File: src/rtl/mask_centroid_pkg.sv
// Shared widths, divider length and FSM encoding for the mask centroid block.
package mask_centroid_pkg;

  localparam int SUM_W      = 32;
  localparam int CNT_W      = 20;
  localparam int DIV_CYCLES = 32;
  localparam int X_W        = 11;
  localparam int Y_W        = 10;

  typedef enum logic [1:0] {
    IDLE,
    DIV_X,
    DIV_Y,
    DONE
  } state_t;

endpackage

File: src/rtl/mask_centroid_divider_serial.sv
// Restoring radix-2 unsigned divider: one quotient bit per cycle, first bit on the start edge.
module divider_serial
  import mask_centroid_pkg::*;
#(
  parameter int Q_W = X_W
) (
  input  logic             clk_in,
  input  logic             rst_in,
  input  logic             start,
  input  logic [SUM_W-1:0] dividend,
  input  logic [CNT_W-1:0] divisor,
  output logic             done,
  output logic [Q_W-1:0]   quotient
);

  localparam int STEP_W = $clog2(DIV_CYCLES);

  logic [CNT_W-1:0]  rem_q, dvs_q;
  logic [SUM_W-1:0]  dvd_q;
  logic [STEP_W-1:0] step_q;
  logic              running_q;

  logic [CNT_W-1:0]  rem_src, dvs_src, rem_next;
  logic [SUM_W-1:0]  dvd_src, dvd_next;
  logic [CNT_W:0]    trial;
  logic              take;

  // The start cycle consumes the ports directly so the division fits in exactly DIV_CYCLES edges.
  always_comb begin
    // NOTE: every variable is assigned on every path through this block, so no latch is inferred.
    rem_src  = start ? '0 : rem_q;
    dvd_src  = start ? dividend : dvd_q;
    dvs_src  = start ? divisor : dvs_q;
    trial    = {rem_src, dvd_src[SUM_W-1]};
    take     = (trial >= {1'b0, dvs_src});
    rem_next = take ? CNT_W'(trial - {1'b0, dvs_src}) : trial[CNT_W-1:0];
    dvd_next = {dvd_src[SUM_W-2:0], take};
  end

  // NOTE: state updates use non-blocking assignments; every register, datapath included, clears on reset.
  always_ff @(posedge clk_in or negedge rst_in) begin
    if (!rst_in) begin
      rem_q     <= '0;
      dvs_q     <= '0;
      dvd_q     <= '0;
      step_q    <= '0;
      running_q <= 1'b0;
      done      <= 1'b0;
    end else begin
      done <= 1'b0;
      if (start) begin
        rem_q     <= rem_next;
        dvd_q     <= dvd_next;
        dvs_q     <= divisor;
        step_q    <= STEP_W'(1);
        running_q <= 1'b1;
      end else if (running_q) begin
        rem_q  <= rem_next;
        dvd_q  <= dvd_next;
        step_q <= step_q + STEP_W'(1);
        if (step_q == STEP_W'(DIV_CYCLES - 1)) begin
          running_q <= 1'b0;
          done      <= 1'b1;
        end
      end
    end
  end

  // Quotient bits shift in at the LSB end of the dividend register.
  assign quotient = dvd_q[Q_W-1:0];

endmodule

File: src/rtl/mask_centroid.sv
// Accumulates mask pixel coordinates per frame and reports the floor centroid via a shared serial divider.
module mask_centroid
  import mask_centroid_pkg::*;
#(
  parameter int H_WIDTH    = 1280,
  parameter int V_HEIGHT   = 720,
  parameter int MIN_PIXELS = 16
) (
  input  logic           clk_in,
  input  logic           rst_in,
  input  logic           valid_in,
  input  logic           mask_in,
  input  logic [X_W-1:0] hcount_in,
  input  logic [Y_W-1:0] vcount_in,
  input  logic           frame_end_in,
  output logic [X_W-1:0] x_out,
  output logic [Y_W-1:0] y_out,
  output logic           found_out,
  output logic           valid_out,
  output logic           busy_out,
  output logic           dropped_out
);

  state_t state;

  logic [SUM_W-1:0] sum_x, sum_y, hold_sum_y;
  logic [CNT_W-1:0] count, hold_count;
  logic [X_W-1:0]   x_res;

  logic             pix_hit;
  logic [SUM_W-1:0] frame_sum_x, frame_sum_y;
  logic [CNT_W-1:0] frame_count;

  logic             div_start, div_done;
  logic [SUM_W-1:0] div_dividend;
  logic [CNT_W-1:0] div_divisor;
  logic [X_W-1:0]   div_quotient;

  // frame_* include this cycle's pixel, so a pixel coincident with frame_end lands in the closing frame.
  always_comb begin
    pix_hit = valid_in && mask_in
              && (hcount_in < X_W'(H_WIDTH)) && (vcount_in < Y_W'(V_HEIGHT));
    frame_sum_x = sum_x + (pix_hit ? SUM_W'(hcount_in) : '0);
    frame_sum_y = sum_y + (pix_hit ? SUM_W'(vcount_in) : '0);
    frame_count = count + CNT_W'(pix_hit);

    // X divides straight from the closing sums; the divider's shift register is its snapshot.
    div_start    = 1'b0;
    div_dividend = frame_sum_x;
    div_divisor  = frame_count;
    if (state == IDLE) begin
      div_start = frame_end_in && (frame_count != '0);
    end else if (state == DIV_X) begin
      div_start    = div_done;
      div_dividend = hold_sum_y;
      div_divisor  = hold_count;
    end
  end

  always_ff @(posedge clk_in or negedge rst_in) begin
    if (!rst_in) begin
      sum_x      <= '0;
      sum_y      <= '0;
      count      <= '0;
      hold_sum_y <= '0;
      hold_count <= '0;
    end else if (frame_end_in) begin
      sum_x <= '0;
      sum_y <= '0;
      count <= '0;
      if (state == IDLE) begin
        hold_sum_y <= frame_sum_y;
        hold_count <= frame_count;
      end
    end else if (pix_hit) begin
      sum_x <= frame_sum_x;
      sum_y <= frame_sum_y;
      count <= frame_count;
    end
  end

  always_ff @(posedge clk_in or negedge rst_in) begin
    if (!rst_in) begin
      state       <= IDLE;
      x_res       <= '0;
      x_out       <= '0;
      y_out       <= '0;
      found_out   <= 1'b0;
      valid_out   <= 1'b0;
      dropped_out <= 1'b0;
    end else begin
      valid_out   <= 1'b0;
      dropped_out <= frame_end_in && (state != IDLE);
      case (state)
        IDLE: begin
          if (frame_end_in) begin
            if (frame_count != '0) begin
              state <= DIV_X;
            end else begin
              x_out     <= '0;
              y_out     <= '0;
              found_out <= 1'b0;
              valid_out <= 1'b1;
              state     <= DONE;
            end
          end
        end
        DIV_X: begin
          if (div_done) begin
            x_res <= div_quotient;
            state <= DIV_Y;
          end
        end
        DIV_Y: begin
          if (div_done) begin
            x_out     <= x_res;
            y_out     <= div_quotient[Y_W-1:0];
            found_out <= (hold_count >= CNT_W'(MIN_PIXELS));
            valid_out <= 1'b1;
            state     <= DONE;
          end
        end
        DONE:    state <= IDLE;
        default: state <= IDLE;
      endcase
    end
  end

  assign busy_out = (state != IDLE);

  divider_serial #(
    .Q_W(X_W)
  ) u_div (
    .clk_in   (clk_in),
    .rst_in   (rst_in),
    .start    (div_start),
    .dividend (div_dividend),
    .divisor  (div_divisor),
    .done     (div_done),
    .quotient (div_quotient)
  );

endmodule

File: config.mk
export PLATFORM = sky130hd
export DESIGN_NAME = mask_centroid
export DESIGN_NICKNAME = d
export VERILOG_FILES = /design/src/rtl/mask_centroid_pkg.sv /design/src/rtl/mask_centroid_divider_serial.sv /design/src/rtl/mask_centroid.sv
export SDC_FILE = /design/constraint.sdc
export NUM_CORES = 1
export LEC_CHECK = 0
export BUFFER_PORTS_ARGS = -buffer_cell sky130_fd_sc_hd__buf_2
export CAP_MARGIN = 25
export CORE_MARGIN = 2
export CORE_UTILIZATION = 45
export CTS_BUF_LIST = sky130_fd_sc_hd__clkbuf_4 sky130_fd_sc_hd__clkbuf_8
export CTS_CLUSTER_SIZE = 24
export DETAILED_ROUTE_END_ITERATION = 10
export SYNTH_ARGS = -nofsm -noshare
export SYNTH_HDL_FRONTEND = slang
export SYNTH_SLANG_ARGS = --single-unit
File: constraint.sdc
create_clock -name clk_in -period 9.4 [get_ports clk_in]
set_clock_uncertainty 0.15 [all_clocks]
set_input_delay 0.94 -clock clk_in [delete_from_list [all_inputs] [get_ports clk_in]]
set_output_delay 0.94 -clock clk_in [all_outputs]
set_load 0.005 [all_outputs]
==> results.txt, run 1 <==
----------------------------------------------------
[Detailed routing]
  Drt first-iter violations ... 726
  First-pass detailed-route iteration total ... 6
  Total via count in the routed design ... 11910
  Routed WL per cell ... 16.89 um
  Routed wire length ... 36490 um
  Remaining antenna violation count ... 0
  Per-cell via count in the routed design ... 5.512
  Post-route DRC violation count ... 0

[Placement]
  Setup WS pre-CTS ... 0.9684 ns
  Half-perimeter wire length of the detailed placement result ... 24400 um
  Placed instance count ... 2082
  Routability congestion estimate ... 0.8737
  Count of buffers inserted at the top-level ports ... 50

[Final layout]
  Area of the multi-input gates ... 7811 um^2
  Most common cell after layout, fill and taps aside ... sky130_fd_sc_hd__dfrtp_1
  Share of layout cells above drive strength 1 ... 10.48%
  Layout net count ... 1763
  Highest-count cells in the layout ignoring fill and taps ... sky130_fd_sc_hd__dfrtp_1, sky130_fd_sc_hd__nand2_1, sky130_fd_sc_hd__o21ai_0, sky130_fd_sc_hd__nor2_1, sky130_fd_sc_hd__a21oi_1
  # diodes ... 0
  P&R area growth vs syn ... 9.997%
  Layout Cells excl Fill ... 2160
  Filler cells ... 3109
  Combined flip-flop and latch cell area ... 6307 um^2

[Setup path]
  Top fanout value on the critical path ... 40
  Critical path startpoint category ... input pin
  Delay of the slowest cell on the worst path ... 0.86 ns
  Slowest-stage cell, CP ... sky130_fd_sc_hd__a21oi_4
  Class of the most critical setup path ... input pin to flip-flop
  Setup slack on the worst flop-to-flop path ... 2.32 ns
  Crit. End Element ... flip-flop
  Required time of the worst setup path ... 9.65 ns
  Arrival time at the worst endpoint ... 8.16 ns

[Floorplanning]
  Rows ... 66
  Placeable core area ... 32370 um^2
  Count of boundary I/O pins ... 51
  Initial core utilization ... 45.55%
  Full die area ... 34230 um^2
  Floorplan die width ... 185.0 um
  Vertical die dimension ... 185.0 um

[Synth]
  Synth Net Count ... 1754
  Proportion of synthesized chip area in sequential cells ... 42.77%
  Number of instances in the synthesized netlist ... 1679
  Syn avg cell area ... 8.782 um^2
  Number of distinct standard cells referenced by the synthesized netlist ... 80
  Number of flops mapped to enable cells by yosys ... 0
  Asr flop ratio synth ... 100.0%
  Count of warnings emitted by yosys ... 0
  Synthesized flop and latch total ... 252
  Area of the mapped netlist ... 14740 um^2
  Most used DFF post-synth ... sky130_fd_sc_hd__dfrtp_1

[Clock tree]
  Maximum level of the CTS H-tree ... 2
  Buffer levels on the longest clock path ... 3
  Worst skew pair latency ... 0.59 ns
  Hold buffer count at CTS ... 0
  Number of buffers inserted during clock tree synthesis ... 45
  Sink count of the clock tree ... 252
  Clock-pin slew reported for the worst setup and hold paths after clock tree synthesis ... 0.06 ns
  Post-CTS Setup Bufs ... 0
  CTS tree ... done
  Root Buffer Master ... sky130_fd_sc_hd__clkbuf_8
  Cells resized by post-CTS repair ... 0

[Timing]
  Shortest period the worst path allows ... 7.911 ns
  Final critical-path setup slack ... 1.489 ns
  Worst slew pin tran ... 1.032 ns
  Setup repair after global routing missed its margin ... no
  Relative max-transition margin ... 31.06%
  Sum of negative setup slack ... 0 ns
  Worst-case hold slack ... 0.2850 ns
  Final period utilization ... 84.16%
  Setup violations, final ... 0
  Maximum clock frequency ... 126.4 MHz
  Final Hold Vio Count ... 0
  Final-report max-slew violation count ... 0

[Global route]
  Gr ovfl total ... 0
  Aggregate global-route resource usage ... 22.02%
  First-pass GRT wire length ... 60640 um
  Pin count of the biggest net entering global routing ... 121
  Vias in the first global route ... 11670
  Antenna violations before repair ... 0

[Power and ir drop]
  Switching power as a share of total power ... 40.31%
  Sequential power share ... 32.3%
  Power share of the combinational group ... 44.3%
  Power per standard cell area ... 279.7 nW/um^2
  Power after layout ... 4.537 mW
  P_int ... 2.708 mW
  Leakage power ... 7.250 nW
  Clock network fraction of design power ... 23.4%
  Net Switching ... 1.829 mW
  Worst vdd ir ... 139.4 uV

[Outcome]
  Run status ... finished, final reports clean

[Flow run]
  Max-cap viol count ... 0

[Worst hold path]
  Hold crit path type ... input pin to asynchronous set/reset pin

----------------------------------------------------
==> synth_stat cells (all sizes together), types with 15 or more instances <==
cell type | instances | area [um^2]
xnor2 | 80 | 700.7
a21o | 15 | 112.6
a31oi | 19 | 118.9
nand3 | 42 | 215.2
nor3 | 23 | 120.1
clkbuf | 86 | 322.8
o211ai | 15 | 112.6
xor2 | 46 | 402.9
mux2i | 33 | 330.3
nand4 | 30 | 193.9
and2 | 47 | 294.0
a211oi | 21 | 157.7
nand2 | 252 | 945.9
dfrtp | 252 | 6306
a22o | 24 | 210.2
ha | 46 | 575.6
or3 | 34 | 212.7
a21oi | 102 | 521.8
buf | 20 | 121.4
o21ai | 145 | 725.7
and3 | 20 | 125.1
inv | 54 | 202.7
nor2 | 125 | 471.7
nor2b | 19 | 118.9
==> stage by stage <==
step	instance area (um^2)	utilization, %
after global placement	15260	47.15
after detailed placement	15260	47.15
final	16220	50.10
after global routing	16220	50.10
after floorplan	14740	-
after CTS	16190	50.02
==> routing by layer <==
metal  up-vias  track usage [%]  routed length (um)
met5         -                0                   0
met4         0            6.159                 735
met3        61            3.814                1442
met2       181            35.88               16590
met1      5767            30.22               17720
li1       5896                -                   -
==> state kept, by name (all words and copies together) (netlist names), 20 cells and up <==
name,cells
u_div.dvd_q,32
sum_x,32
u_div.rem_q,20
hold_count,20
sum_y,32
hold_sum_y,32
count,20
u_div.dvs_q,20
==> kinds of logic after synthesis <==
| group | synth area share (%) |
|---|---|
| AOI/OAI and AO/OA | 17.41 |
| xor gates and xnor gates | 7.485 |
| adders and majority gates | 4.379 |
| buffers and inverters | 4.387 |
| DFF | 42.77 |
| muxes | 3.310 |
| and+or+nand+nor | 20.26 |
==> critical path, delay by kind of cell <==
kind                     cells  cell delay, ns
AO/OA/AOI/OAI               14            3.46
AND/OR/NAND/NOR             10            2.87
adder cells (fa/ha/maj)      3            0.65
buffers and inverters        2            0.21
==> final timing paths <==
check	startpoint	end	cells after the start
max	vcount_in[4]	u_div.rem_q[19]	29
min	rst_in	y_out[3]	1
max reg2reg	count[0]	u_div.rem_q[19]	24
min reg2reg	hold_sum_y[3]	hold_sum_y[3]	2
max in group asynchronous	rst_in	sum_y[29]	2
min in group clk_in	hold_sum_y[3]	hold_sum_y[3]	2
==> power groups by stage <==
stage	sequential, mW	combinational, mW	clock [mW]
6_report	1.46	2.01	1.06
5_1_grt	1.49	2.26	1.15
4_1_cts	1.46	2.01	1.09
3_5_place_dp	1.48	2.00	0
3_3_place_gp	1.48	1.97	0
2_1_floorplan	1.43	1.57	0
==> cell type report <==
cell class	count	share of cell area, %
well taps	442	3.410
clock inverters	9	0.3395
clock buffers	68	5.385
flip-flops and latches	252	38.89
inverters	54	1.250
repair buffers	68	2.561
multi-input cells	1267	48.16
Power figures use the tool's default switching activity.
==> run 2, diff against run 1 <==
clock period = 7.8 ns   (was 9.4 ns; I/O delays follow)
==> run 2 against run 1 <==
Effect of this change:
- cell count increased by 0.74%
- critical endpoint is now u_div.rem_q[14]
- largest power group unchanged
- flip-flop and latch count unchanged
- first-iteration DRC count increased by 38%
- critical path depth increased by 1
==> results.txt, run 2 (same netlist as run 1, synthesis figures left out) <==
----------------------------------------------------
[Placement]
  Cell area after placement ... 15360 um^2 (was 15260 um^2)
  Half-perimeter wire length of the detailed placement result ... 24490 um (was 24400 um)
  Count of buffers inserted at the top-level ports ... 50 (unchanged)
  Routability congestion estimate ... 0.9367 (was 0.8737)
  Placed instance count ... 2093 (was 2082)

[Floorplanning]
  Vertical die dimension ... 185.0 um (unchanged)
  Rows ... 66 (unchanged)
  Placeable core area ... 32370 um^2 (unchanged)
  Floorplan die width ... 185.0 um (unchanged)
  Initial core utilization ... 45.55% (unchanged)
  Count of boundary I/O pins ... 51 (unchanged)
  Full die area ... 34230 um^2 (unchanged)

[Global route]
  Aggregate global-route resource usage ... 22.22% (was 22.02%)
  Layer with the highest usage ... met2 (unchanged)
  Met1 track utilization from global routing ... 31.68% (was 30.22%)
  First-pass GRT wire length ... 61640 um (was 60640 um)
  Vias in the first global route ... 11810 (was 11670)
  Met2 layer usage reported by global route ... 34.59% (was 35.88%)
  GR Util met3 ... 3.441% (was 3.814%)
  Gr ovfl total ... 0 (unchanged)
  Pin count of the biggest net entering global routing ... 158 (was 121)
  Antenna violations before repair ... 1 (was 0)

[Clock tree]
  Number of buffers inserted during clock tree synthesis ... 46 (was 45)
  Root Buffer Master ... sky130_fd_sc_hd__clkbuf_8 (unchanged)
  Post-CTS Setup Bufs ... 0 (unchanged)
  Clock-pin slew reported for the worst setup and hold paths after clock tree synthesis ... 0.06 ns (about the same)
  CTS tree ... done (unchanged)
  Maximum level of the CTS H-tree ... 2 (unchanged)
  Buffer levels on the longest clock path ... 3 (unchanged)
  Hold buffer count at CTS ... 0 (unchanged)
  Sink count of the clock tree ... 252 (unchanged)
  Cells resized by post-CTS repair ... 0 (unchanged)
  Worst skew pair latency ... 0.59 ns (about the same)

[Setup path]
  Top fanout value on the critical path ... 40 (unchanged)
  Critical register-to-register path endpoint ... u_div.rem_q[6] (was u_div.rem_q[19])
  Source of the worst register-to-register timing path ... count[4] (was count[0])
  Class of the most critical setup path ... input pin to flip-flop (unchanged)
  Slowest-stage cell, CP ... sky130_fd_sc_hd__o311ai_1 (was sky130_fd_sc_hd__a21oi_4)
  Delay of the slowest cell on the worst path ... 0.49 ns (was 0.86 ns)
  Required time of the worst setup path ... 8.12 ns (was 9.65 ns)
  Crit. End Element ... flip-flop (unchanged)
  Setup slack on the worst flop-to-flop path ... 1.70 ns (was 2.32 ns)
  Critical path startpoint category ... input pin (unchanged)
  Most frequent CP cell ... sky130_fd_sc_hd__a21oi_1
  Logic depth of the worst register-to-register path ... 21 (was 24)
  Arrival time at the worst endpoint ... 7.22 ns (was 8.16 ns)

[Detailed routing]
  Routed WL per cell ... 16.83 um (was 16.89 um)
  Total via count in the routed design ... 12010 (was 11910)
  Remaining antenna violation count ... 0 (unchanged)
  Routed wire length ... 36630 um (was 36490 um)
  First-pass detailed-route iteration total ... 6 (unchanged)
  Per-cell via count in the routed design ... 5.520 (was 5.512)
  Drt first-iter violations ... 1004 (was 726)
  Post-route DRC violation count ... 0 (unchanged)

[Final layout]
  Layout net count ... 1775 (was 1763)
  Filler cells ... 3132 (was 3109)
  Post-route core utilization ... 50.66% (was 50.10%)
  Layout Cells excl Fill ... 2176 (was 2160)
  Most common cell after layout, fill and taps aside ... sky130_fd_sc_hd__dfrtp_1 (unchanged)
  # diodes ... 0 (unchanged)
  Highest-count cells in the layout ignoring fill and taps ... sky130_fd_sc_hd__dfrtp_1, sky130_fd_sc_hd__nand2_1, sky130_fd_sc_hd__o21ai_0, sky130_fd_sc_hd__nor2_1, sky130_fd_sc_hd__a21oi_1 (unchanged)
  Final instance area ... 16400 um^2 (was 16220 um^2)
  Share of layout cells above drive strength 1 ... 11.30% (was 10.48%)
  P&R area growth vs syn ... 11.24% (was 9.997%)

[Power and ir drop]
  Clock network fraction of design power ... 24.6% (was 23.4%)
  Sequential power share ... 31.6% (was 32.3%)
  Power share of the combinational group ... 43.8% (was 44.3%)
  Net Switching ... 2.222 mW (was 1.829 mW)
  Power per standard cell area ... 341.4 nW/um^2 (was 279.7 nW/um^2)
  Leakage power ... 7.350 nW (was 7.250 nW)
  Worst vdd ir ... 212.7 uV (was 139.4 uV)
  Switching power as a share of total power ... 39.69% (was 40.31%)
  P_int ... 3.377 mW (was 2.708 mW)

[Outcome]
  Run status ... finished, final reports clean (unchanged)

[Timing]
  Final period utilization ... 88.54%
  Relative max-transition margin ... 37.77% (was 31.06%)
  Final-report max-slew violation count ... 0 (unchanged)
  Sum of negative setup slack ... 0 ns (unchanged)
  Shortest period the worst path allows ... 6.906 ns
  Maximum clock frequency ... 144.8 MHz
  Final Hold Vio Count ... 0 (unchanged)
  Setup repair after global routing missed its margin ... no (unchanged)
  Setup violations, final ... 0 (unchanged)
  Worst slew pin tran ... 0.9272 ns (was 1.032 ns)

[Flow run]
  Max-cap viol count ... 0 (unchanged)

[Worst hold path]
  Hold crit path type ... input pin to asynchronous set/reset pin (unchanged)

----------------------------------------------------
[run 2: layer usage]
layer  wire [um]  vias up
met5          13        -
met4         847        2
met3        1613       71
met2       16330      253
met1       17830     5758
li1            -     5927
[run 2: through the flow]
step           hold slack, ns  setup slack (ns)  power [mW]
6_report              0.07143            0.8937       5.599
5_1_grt                0.1072            0.4985       6.015
4_1_cts               0.07758             1.038       5.616
3_5_place_dp           0.3147            0.4373       4.212
3_3_place_gp           0.3092            0.5056       4.181
2_1_floorplan          0.2947           0.05419       3.607
[run 2: power by group through the flow]
stage	clock network, mW	registers, mW	logic (mW)
after floorplan	0	1.72	1.89
after detailed placement	0	1.78	2.43
after global placement	0	1.78	2.40
after global routing	1.47	1.80	2.74
after CTS	1.41	1.76	2.44
final	1.38	1.77	2.45
[run 2: cell type report]
class | instances | area, um^2 | share of cell area (%)
clock inverters | 11 | 113.9 | 0.6942
inverters | 54 | 202.7 | 1.236
flip-flops and latches | 252 | 6307 | 38.46
repair buffers | 79 | 510.5 | 3.113
clock buffers | 71 | 902.1 | 5.500
well taps | 442 | 553.0 | 3.372
multi-input cells | 1267 | 7811 | 47.63
[run 2: worst max path at each step]
stage,startpoint,endpoint,slack [ns]
global route,vcount_in[4],u_div.rem_q[14],0.50
floorplan,vcount_in[4],u_div.rem_q[16],0.05
detailed placement,vcount_in[4],u_div.rem_q[14],0.44
global placement,vcount_in[4],u_div.rem_q[14],0.51
CTS,vcount_in[4],u_div.rem_q[14],1.04
finish,vcount_in[4],u_div.rem_q[14],0.89
[run 2: worst max-delay path, delay by kind of cell]
family,cells,cell delay [ns]
buffers and inverters,4,0.66
adders and majority gates,3,0.90
xor gates and xnor gates,1,0.22
and+or+nand+nor,7,1.21
AOI/OAI and AO/OA,15,3.47
==> run 3, diff against run 2 <==
clock period = 8.7 ns   (was 7.8 ns; I/O delays follow)
==> run 3 against run 2 <==
Effect of this change:
- via count is 1.9% lower
- clock power is 12% lower
- sequential power is 11% lower
- critical path depth is 2 lower
- combinational power is 11% lower
- final area is 0.53% lower
- power is 11% lower
- utilization is 0.27 points lower
- flip-flop and latch count stayed put
- critical path type unchanged
- largest cell class unchanged
- highest routed layer is now met4
==> results.txt, run 3 (same netlist as run 1, synthesis figures left out) <==
----------------------------------------------------
[Timing]
  Final period utilization ... 86.97%
  Worst slew pin tran ... 1.073 ns (was 0.9272 ns)
  Maximum clock frequency ... 132.2 MHz
  Relative max-transition margin ... 28.48% (was 37.77%)
  Worst-case hold slack ... 0.2241 ns (was 0.07143 ns)
  Shortest period the worst path allows ... 7.566 ns
  Setup violations, final ... 0 (unchanged)
  Sum of negative setup slack ... 0 ns (unchanged)
  Setup repair after global routing missed its margin ... no (unchanged)
  Final Hold Vio Count ... 0 (unchanged)
  Final-report max-slew violation count ... 0 (unchanged)

[Final layout]
  Highest-count cells in the layout ignoring fill and taps ... sky130_fd_sc_hd__dfrtp_1, sky130_fd_sc_hd__nand2_1, sky130_fd_sc_hd__o21ai_0, sky130_fd_sc_hd__nor2_1, sky130_fd_sc_hd__a21oi_1 (unchanged)
  Share of layout cells above drive strength 1 ... 10.84% (was 11.30%)
  P&R area growth vs syn ... 10.65% (was 11.24%)
  Most common cell after layout, fill and taps aside ... sky130_fd_sc_hd__dfrtp_1 (unchanged)
  Post-route core utilization ... 50.40% (was 50.66%)
  # diodes ... 0 (unchanged)
  Layout net count ... 1769 (was 1775)
  Filler cells ... 3110 (was 3132)

[Clock tree]
  Cells resized by post-CTS repair ... 0 (unchanged)
  CTS tree ... done (unchanged)
  Clock-pin slew reported for the worst setup and hold paths after clock tree synthesis ... 0.06 ns (about the same)
  Maximum level of the CTS H-tree ... 2 (unchanged)
  Number of buffers inserted during clock tree synthesis ... 46 (unchanged)
  Post-CTS Setup Bufs ... 0 (unchanged)
  Buffer levels on the longest clock path ... 3 (unchanged)
  Sink count of the clock tree ... 252 (unchanged)
  Root Buffer Master ... sky130_fd_sc_hd__clkbuf_8 (unchanged)
  Hold buffer count at CTS ... 0 (unchanged)
  Worst skew pair latency ... 0.58 ns (was 0.59 ns)

[Floorplanning]
  Rows ... 66 (unchanged)
  Placeable core area ... 32370 um^2 (unchanged)
  Floorplan die width ... 185.0 um (unchanged)
  Count of boundary I/O pins ... 51 (unchanged)
  Vertical die dimension ... 185.0 um (unchanged)
  Full die area ... 34230 um^2 (unchanged)
  Initial core utilization ... 45.55% (unchanged)

[Setup path]
  Required time of the worst setup path ... 9.03 ns (was 8.12 ns)
  Top fanout value on the critical path ... 44 (was 40)
  Crit. End Element ... flip-flop (unchanged)
  Critical register-to-register path endpoint ... u_div.rem_q[3] (was u_div.rem_q[6])
  Setup slack on the worst flop-to-flop path ... 1.96 ns (was 1.70 ns)
  Logic depth of the worst register-to-register path ... 23 (was 21)
  Critical path startpoint category ... input pin (unchanged)
  Arrival time at the worst endpoint ... 7.90 ns (was 7.22 ns)
  Start point of the critical path ... vcount_in[4] (unchanged)
  Source of the worst register-to-register timing path ... count[0] (was count[4])
  Class of the most critical setup path ... input pin to flip-flop (unchanged)

[Placement]
  Count of buffers inserted at the top-level ports ... 50 (unchanged)
  Half-perimeter wire length of the detailed placement result ... 24190 um (was 24490 um)
  Routability congestion estimate ... 0.9027 (was 0.9367)

[Global route]
  Vias in the first global route ... 11440 (was 11810)
  First-pass GRT wire length ... 60440 um (was 61640 um)
  Aggregate global-route resource usage ... 21.95% (was 22.22%)
  Pin count of the biggest net entering global routing ... 124 (was 158)
  Gr ovfl total ... 0 (unchanged)
  Antenna violations before repair ... 0 (was 1)

[Worst hold path]
  Hold crit path type ... input pin to asynchronous set/reset pin (unchanged)

[Detailed routing]
  Routed wire length ... 36090 um (was 36630 um)
  Total via count in the routed design ... 11790 (was 12010)
  Per-cell via count in the routed design ... 5.439 (was 5.520)
  Drt first-iter violations ... 738 (was 1004)
  First-pass detailed-route iteration total ... 5 (was 6)
  Remaining antenna violation count ... 0 (unchanged)
  Routed WL per cell ... 16.66 um (was 16.83 um)
  Post-route DRC violation count ... 0 (unchanged)

[Power and ir drop]
  Worst vdd ir ... 162.1 uV (was 212.7 uV)
  Leakage power ... 7.297 nW (was 7.350 nW)
  Power per standard cell area ... 304.9 nW/um^2 (was 341.4 nW/um^2)

[Flow run]
  Max-cap viol count ... 0 (unchanged)

[Outcome]
  Run status ... finished, final reports clean (unchanged)

----------------------------------------------------
==> run 3: area by class of cell <==
cell class,instances,area (um^2),share of cell area [%]
clock inverters,6,88.84,0.5445
clock buffers,73,898.4,5.507
inverters,54,202.7,1.242
multi-input cells,1267,7811,47.88
repair buffers,73,452.9,2.776
flip-flops and latches,252,6307,38.66
well taps,442,553.0,3.390
==> run 3: routing by layer <==
layer | wire, um | vias to the layer above | track usage, %
met4 | 770 | 0 | 6.667
met1 | 17690 | 5587 | 31.27
met2 | 16190 | 258 | 34.41
met5 | 0 | - | 0
li1 | - | 5887 | -
met3 | 1439 | 55 | 3.460
==> run 3: per-stage QoR <==
| stage | std cells | worst slack [ns] | total power [mW] | cell area, um^2 |
|---|---|---|---|---|
| after global placement | 2087 | 0.8142 | 3.724 | 15300 |
| after floorplan | 1679 | 0.8642 | 3.234 | 14740 |
| final | 2167 | 1.134 | 4.974 | 16310 |
| after CTS | 2166 | 1.269 | 4.997 | 16290 |
| after detailed placement | 2087 | 0.6124 | 3.757 | 15300 |
| after global routing | 2167 | 0.5114 | 5.356 | 16310 |
==> run 3: worst max-delay path by stage <==
stage | slack, ns | endpoint | depth (start not counted)
3_3_place_gp | 0.81 | u_div.rem_q[6] | 28
6_report | 1.13 | u_div.rem_q[3] | 28
4_1_cts | 1.27 | u_div.rem_q[3] | 27
3_5_place_dp | 0.61 | u_div.rem_q[3] | 27
5_1_grt | 0.51 | u_div.rem_q[3] | 28
2_1_floorplan | 0.86 | u_div.rem_q[16] | 31
==> run 3: worst max-delay path, stage by stage <==
cell	delay [ns]
sky130_fd_sc_hd__buf_2	0.10
sky130_fd_sc_hd__o211a_1	0.20
sky130_fd_sc_hd__o21ai_0	0.16
sky130_fd_sc_hd__nand4_1	0.22
sky130_fd_sc_hd__inv_2	0.21
sky130_fd_sc_hd__ha_1	0.20
sky130_fd_sc_hd__ha_1	0.29
sky130_fd_sc_hd__nand2_1	0.24
sky130_fd_sc_hd__nor4_4	0.31
sky130_fd_sc_hd__nand3_1	0.15
sky130_fd_sc_hd__a221oi_2	0.50
sky130_fd_sc_hd__and4_1	0.53
sky130_fd_sc_hd__a21oi_4	0.13
sky130_fd_sc_hd__buf_4	0.29
sky130_fd_sc_hd__nand2_1	0.10
sky130_fd_sc_hd__o21ai_0	0.11
sky130_fd_sc_hd__ha_1	0.39
sky130_fd_sc_hd__o21ai_0	0.15
sky130_fd_sc_hd__nand2_1	0.20
sky130_fd_sc_hd__a21oi_1	0.09
sky130_fd_sc_hd__nor2b_1	0.13
sky130_fd_sc_hd__a31oi_1	0.06
sky130_fd_sc_hd__o31a_1	0.34
sky130_fd_sc_hd__o31a_1	0.41
sky130_fd_sc_hd__a21oi_4	0.30
sky130_fd_sc_hd__or2_1	0.75
sky130_fd_sc_hd__a21oi_1	0.15
sky130_fd_sc_hd__a211oi_1	0.26
==> run 3: power breakdown <==
group | leakage [nW] | switching [mW] | internal, mW
clock network | 0.523 | 0.499 | 0.711
registers | 3.36 | 0.160 | 1.42
logic | 3.42 | 1.31 | 0.873
